$ cat src/rtl/lab1q_pkg.sv
// Shared definitions for the lab1q blocks: control-state encoding and the
// default ROM data width used by the ROM/RAM and prime-tester blocks.
package lab1q_pkg;

  localparam int LAB1Q_WIDTH = 8;

  typedef enum logic [2:0] {
    ST_IDLE  = 3'd0,
    ST_CHECK = 3'd1,
    ST_MOD   = 3'd2,
    ST_TEST  = 3'd3,
    ST_DONE  = 3'd4
  } lab1q_state_t;

endpackage

$ cat src/rtl/lab1q_rem_unit.sv
// Repeated-subtraction remainder engine. A load seeds the running remainder;
// each step subtracts the divisor while the remainder is not below it.
module lab1q_rem_unit
  import lab1q_pkg::*;
#(
  parameter int WIDTH = LAB1Q_WIDTH
) (
  input  logic             clk,
  input  logic             reset,
  input  logic             i_load,
  input  logic [WIDTH-1:0] i_load_val,
  input  logic             i_step,
  input  logic [WIDTH-1:0] i_d,
  output logic [WIDTH-1:0] o_r,
  output logic             o_r_lt_d
);

  logic [WIDTH-1:0] r_rem;

  // Remainder register: load has priority, a step never underflows.
  always_ff @(posedge clk) begin
    if (reset) begin
      r_rem <= '0;
    end else if (i_load) begin
      r_rem <= i_load_val;
    end else if (i_step && !o_r_lt_d) begin
      r_rem <= r_rem - i_d;
    end
  end

  assign o_r      = r_rem;
  assign o_r_lt_d = (r_rem < i_d);

endmodule

$ cat src/rtl/lab1q_prime_tester.sv
// lab1q prime tester: responder end of the start_prime/done/prime handshake.
// Latches num on an accepted start and decides primality by trial division
// using repeated subtraction and an incrementally tracked divisor square.
// Optional build macro LAB1Q_PRIME_ODD_STEP_EN: after divisor 2, only odd
// divisors are tried (same results, shorter test).
module lab1q_prime_tester
  import lab1q_pkg::*;
#(
  parameter int WIDTH = LAB1Q_WIDTH
) (
  input  logic             clk,
  input  logic             reset,
  input  logic             start,
  input  logic [WIDTH-1:0] num,
  output logic             done,
  output logic             prime,
  output logic             busy
);

  localparam int SQW = 2 * WIDTH;

  lab1q_state_t     r_state, w_state_nxt;
  logic [WIDTH-1:0] r_n, w_n_nxt;
  logic [WIDTH-1:0] r_d, w_d_nxt;
  logic [SQW-1:0]   r_sq, w_sq_nxt;
  logic             r_done, w_done_nxt;
  logic             r_prime, w_prime_nxt;
  logic             r_busy, w_busy_nxt;

  logic             w_accept;
  logic             w_rem_load;
  logic [WIDTH-1:0] w_rem_val;
  logic             w_rem_step;
  logic [WIDTH-1:0] w_r;
  logic             w_r_lt_d;
  logic [SQW-1:0]   w_n_ext;
  logic [SQW-1:0]   w_d_ext;

  assign w_n_ext  = {{WIDTH{1'b0}}, r_n};
  assign w_d_ext  = {{WIDTH{1'b0}}, r_d};
  assign w_accept = start && ((r_state == ST_IDLE) || (r_state == ST_DONE));

  lab1q_rem_unit #(.WIDTH(WIDTH)) u_rem (
    .clk        (clk),
    .reset      (reset),
    .i_load     (w_rem_load),
    .i_load_val (w_rem_val),
    .i_step     (w_rem_step),
    .i_d        (r_d),
    .o_r        (w_r),
    .o_r_lt_d   (w_r_lt_d)
  );

  // State, operand and handshake registers; reset aborts any test in flight.
  always_ff @(posedge clk) begin
    if (reset) begin
      r_state <= ST_IDLE;
      r_n     <= '0;
      r_d     <= '0;
      r_sq    <= '0;
      r_done  <= 1'b0;
      r_prime <= 1'b0;
      r_busy  <= 1'b0;
    end else begin
      r_state <= w_state_nxt;
      r_n     <= w_n_nxt;
      r_d     <= w_d_nxt;
      r_sq    <= w_sq_nxt;
      r_done  <= w_done_nxt;
      r_prime <= w_prime_nxt;
      r_busy  <= w_busy_nxt;
    end
  end

  // Next-state logic: trial-division sequencing plus start acceptance, which
  // overrides everything so a start seen in DONE restarts immediately.
  always_comb begin
    w_state_nxt = r_state;
    w_n_nxt     = r_n;
    w_d_nxt     = r_d;
    w_sq_nxt    = r_sq;
    w_done_nxt  = r_done;
    w_prime_nxt = r_prime;
    w_busy_nxt  = r_busy;
    w_rem_load  = 1'b0;
    w_rem_val   = r_n;
    w_rem_step  = 1'b0;

    case (r_state)
      ST_IDLE: begin
        w_busy_nxt = 1'b0;
      end
      ST_CHECK: begin
        if (r_n < WIDTH'(2)) begin
          w_prime_nxt = 1'b0;
          w_state_nxt = ST_DONE;
        end else if (r_sq > w_n_ext) begin
          w_prime_nxt = 1'b1;
          w_state_nxt = ST_DONE;
        end else begin
          w_rem_load  = 1'b1;
          w_rem_val   = r_n;
          w_state_nxt = ST_MOD;
        end
      end
      ST_MOD: begin
        if (!w_r_lt_d) begin
          w_rem_step = 1'b1;
        end else begin
          w_state_nxt = ST_TEST;
        end
      end
      ST_TEST: begin
        if (w_r == '0) begin
          w_prime_nxt = 1'b0;
          w_state_nxt = ST_DONE;
        end else begin
`ifdef LAB1Q_PRIME_ODD_STEP_EN
          if (r_d == WIDTH'(2)) begin
            w_d_nxt  = r_d + WIDTH'(1);
            w_sq_nxt = r_sq + (w_d_ext << 1) + SQW'(1);
          end else begin
            w_d_nxt  = r_d + WIDTH'(2);
            w_sq_nxt = r_sq + (w_d_ext << 2) + SQW'(4);
          end
`else
          w_d_nxt  = r_d + WIDTH'(1);
          w_sq_nxt = r_sq + (w_d_ext << 1) + SQW'(1);
`endif
          w_state_nxt = ST_CHECK;
        end
      end
      ST_DONE: begin
        w_done_nxt = 1'b1;
        w_busy_nxt = 1'b0;
      end
      default: begin
        w_state_nxt = ST_IDLE;
      end
    endcase

    if (w_accept) begin
      w_n_nxt     = num;
      w_d_nxt     = WIDTH'(2);
      w_sq_nxt    = SQW'(4);
      w_rem_load  = 1'b1;
      w_rem_val   = num;
      w_done_nxt  = 1'b0;
      w_prime_nxt = 1'b0;
      w_busy_nxt  = 1'b1;
      w_state_nxt = ST_CHECK;
    end
  end

  assign done  = r_done;
  assign prime = r_prime;
  assign busy  = r_busy;

endmodule

$ cat config.mk
export PLATFORM = sky130hd
export DESIGN_NAME = lab1q_prime_tester
export DESIGN_NICKNAME = d
export VERILOG_FILES = /design/src/rtl/lab1q_pkg.sv /design/src/rtl/lab1q_rem_unit.sv /design/src/rtl/lab1q_prime_tester.sv
export SDC_FILE = /design/constraint.sdc
export NUM_CORES = 1
export LEC_CHECK = 0
export BUFFER_PORTS_ARGS = -buffer_cell sky130_fd_sc_hd__clkbuf_2
export CORE_MARGIN = 2
export CORE_UTILIZATION = 43
export CTS_CLUSTER_DIAMETER = 100
export DETAILED_ROUTE_END_ITERATION = 7
export SYNTH_ARGS = -nofsm -noshare
export SYNTH_HDL_FRONTEND = slang
export SYNTH_SLANG_ARGS = --single-unit
$ cat constraint.sdc
create_clock -name clk -period 2.59 [get_ports clk]
set_input_delay 0.1295 -clock clk [delete_from_list [all_inputs] [get_ports clk]]
set_output_delay 0.1295 -clock clk [all_outputs]
set_load 0.03 [all_outputs]
==> results.yml <==
floorplan:
  io_pins: 14
  core_area_mm2: 0.00642
  chipWidth_um: 85.7
  start_util_pct: 44.7
  row_count: 29
  die-area_mm2: 0.00735
  die_y_um: 85.7
grt:
  grt_pass1_wl_um: 11700
  grt_overflow: 0
  grt_max_degree: 20
  grt_pass1_vias: 2412
  grt_usage_pct: 20.4
  antenna_found_initial: 0
timing:
  min_period_ns: 2.47
  hold_viol: 0
  tns_ns: 0
  clock.fmax_mhz: 405
  fin_crit_sh_pct: 95.4
  skew_ns: 0.00614
  slew_violations: 0
  rsz0062_at_grt: "no"
  finalSetupViolCount: 0
  setup_ws_ns: 0.120
  tightestPinTransition_ns: 0.781
  slew_headroom_pct: 47.5
logic_synthesis:
  synthCells: 348
  synth.distinct_cells: 50
  syn_area_per_cell_um2: 8.25
  synthArstFlopShare_pct: 0
  syn_area_mm2: 0.00287
  synth_fp_nets: 386
  ys.flop_type: "dfxtp_1"
  synth_warnings: 0
  synth_edf_count: 0
  synth.yosys.seq_area_share_pct: 32.1
  synth_seq_cells: 46
cts:
  post_cts_buffers: 0
  path_clk_slew_ns: 0.09
  htreeDepth: 2
  ctsHoldBuffers: 0
  clkSinkCount: 46
  tritoncts: "yes"
  cts_root_buffer: "clkbuf_8"
  clock_latency_ns: 0.31
  numCtsBuffers: 5
  clockBufferDepth: 2
worst_setup_path:
  cp.required_ns: 2.82
  critPathArrivalTime_ns: 2.70
  cp_top_family: "simple AND/OR/NAND/NOR gates"
  worstPathCellList: "inv_1 > ha_1 > nor2b_1 > o211ai_1 > a21oi_1 > or4b_1 > and2_4 > a211oi_1"
  start_kind: "register"
  critPathBufInv: 1
  end_kind: "register"
  cpPeakStageDelay_ns: 0.73
  crit_path_max_fanout: 10
  worstSetupPathType: "reg2reg"
  cp_slowest_cell: "or4b_1"
placed_design:
  pre_cts_ws_ns: 0.0517
  place_inst: 438
  place_congestion: 0.937
  numPortBuffers: 13
  hpwl_um: 5260
flow_run:
  drv_cap: 0
detailed_routing:
  vias_per_cell: 5.67
  wl_um: 7000
  wl_per_cell_um: 15.7
  first_pass_iters: 4
  vias: 2528
  drtAntennaViolNets: 0
  drc_errors: 0
  drt_iter0_drc: 113
power_and_ir_drop:
  total_power_mw: 2.29
  p_per_area_mw_per_mm2: 723
  leakage_nw: 1.25
  vdd_drop_max_uv: 343
cells_and_area:
  num_antenna_cells: 0
  layout_commonest_cell: "dfxtp_1"
  layout.nets: 406
  syn2layout_area_growth_pct: 10.2
  mostFrequentLayoutCells: "dfxtp_1, nand2_1, a21oi_1"
  n_fill_cell: 661
  final_layout_size_suffix_gt1_share_pct: 10.3
  fin_cells: 446
run_status:
  status: "finished clean"
worst_hold_path:
  hp-class: "in2reg"
## cell usage after synthesis (all sizes together), types with 7 or more instances
master	n	area [µm²]
dfxtp	46	921
nand2	35	131
a21oi	32	160
ha	25	313
nor2	24	90.1
inv	23	86.3
o21ai	21	105
xnor2	14	123
and2	12	77.6
a211oi	9	67.6
mux2i	8	80.1
nor4	8	50.1
nand3	7	35.0
## final timing paths
check	from	to	slack, ns	cells after the start
max	r_n[1]	u_rem.o_r[4]	0.12	8
min	num[1]	r_n[1]	0.07	3
min reg2reg	done	done	0.48	2
max reg2reg	r_n[1]	u_rem.o_r[4]	0.12	8
## where the power goes
group	internal, mW	switching, mW	total, mW
logic	0.402	0.541	0.943
registers	0.786	0.0765	0.863
clock network	0.216	0.264	0.480
total	1.40	0.881	2.29
## sequential cells by signal (all words and copies together), names as in the netlist
signal	flops
r_n	8
r_sq	16
u_rem.o_r	8
busy	1
done	1
r_d	8
prime	1
r_state	3
## per-layer routing
metal  track usage, %  vias to the layer above  wire [µm]
met5                0                        -          0
met4             8.80                        0        127
met3             3.08                       10        167
met2             32.1                       26       3180
met1             27.6                     1197       3520
li1                 -                     1295          -
## through the flow
step / hold WS (ns) / util [%] / instance area (µm²)
global route: 0.101 / 49.3 / 3160
global placement: 0.404 / 47.7 / 3060
detailed placement: 0.403 / 47.7 / 3060
floorplan: 0.210 / - / 2870
finish: 0.0664 / 49.3 / 3160
CTS: 0.0718 / 49.1 / 3150
## what timing repair did
action                     CTS  global route
hold endpoints to repair     0             0
setup endpoints to repair    0             8
resized for setup            0             2
## layout make-up
class	count	area (µm²)	share of cell area, %
clock inverters	1	5.00	0.158
clock buffers	7	86.3	2.73
well taps	77	96.3	3.05
multi-input cells	268	1820	57.6
repair buffers	24	148	4.67
inverters	23	86.3	2.73
flip-flops and latches	46	921	29.1
## kinds of logic (layout without fill, tap and decap cells)
family,Yosys count,in the layout,synth area share [%]
adders and majority gates,27,27,12.3
xor gates and xnor gates,17,17,5.19
AOI/OAI and AO/OA,91,91,19.9
buffers and inverters,34,55,4.84
DFF,46,46,32.1
muxes,10,10,3.83
and+or+nand+nor,123,123,21.9
## tightest hold or removal path, cell delays in order
cell and delay (ns):
clkbuf_2 0.08, nand2_1 0.04, a21oi_1 0.07
Note: power is estimated with default switching activity, not from simulation.
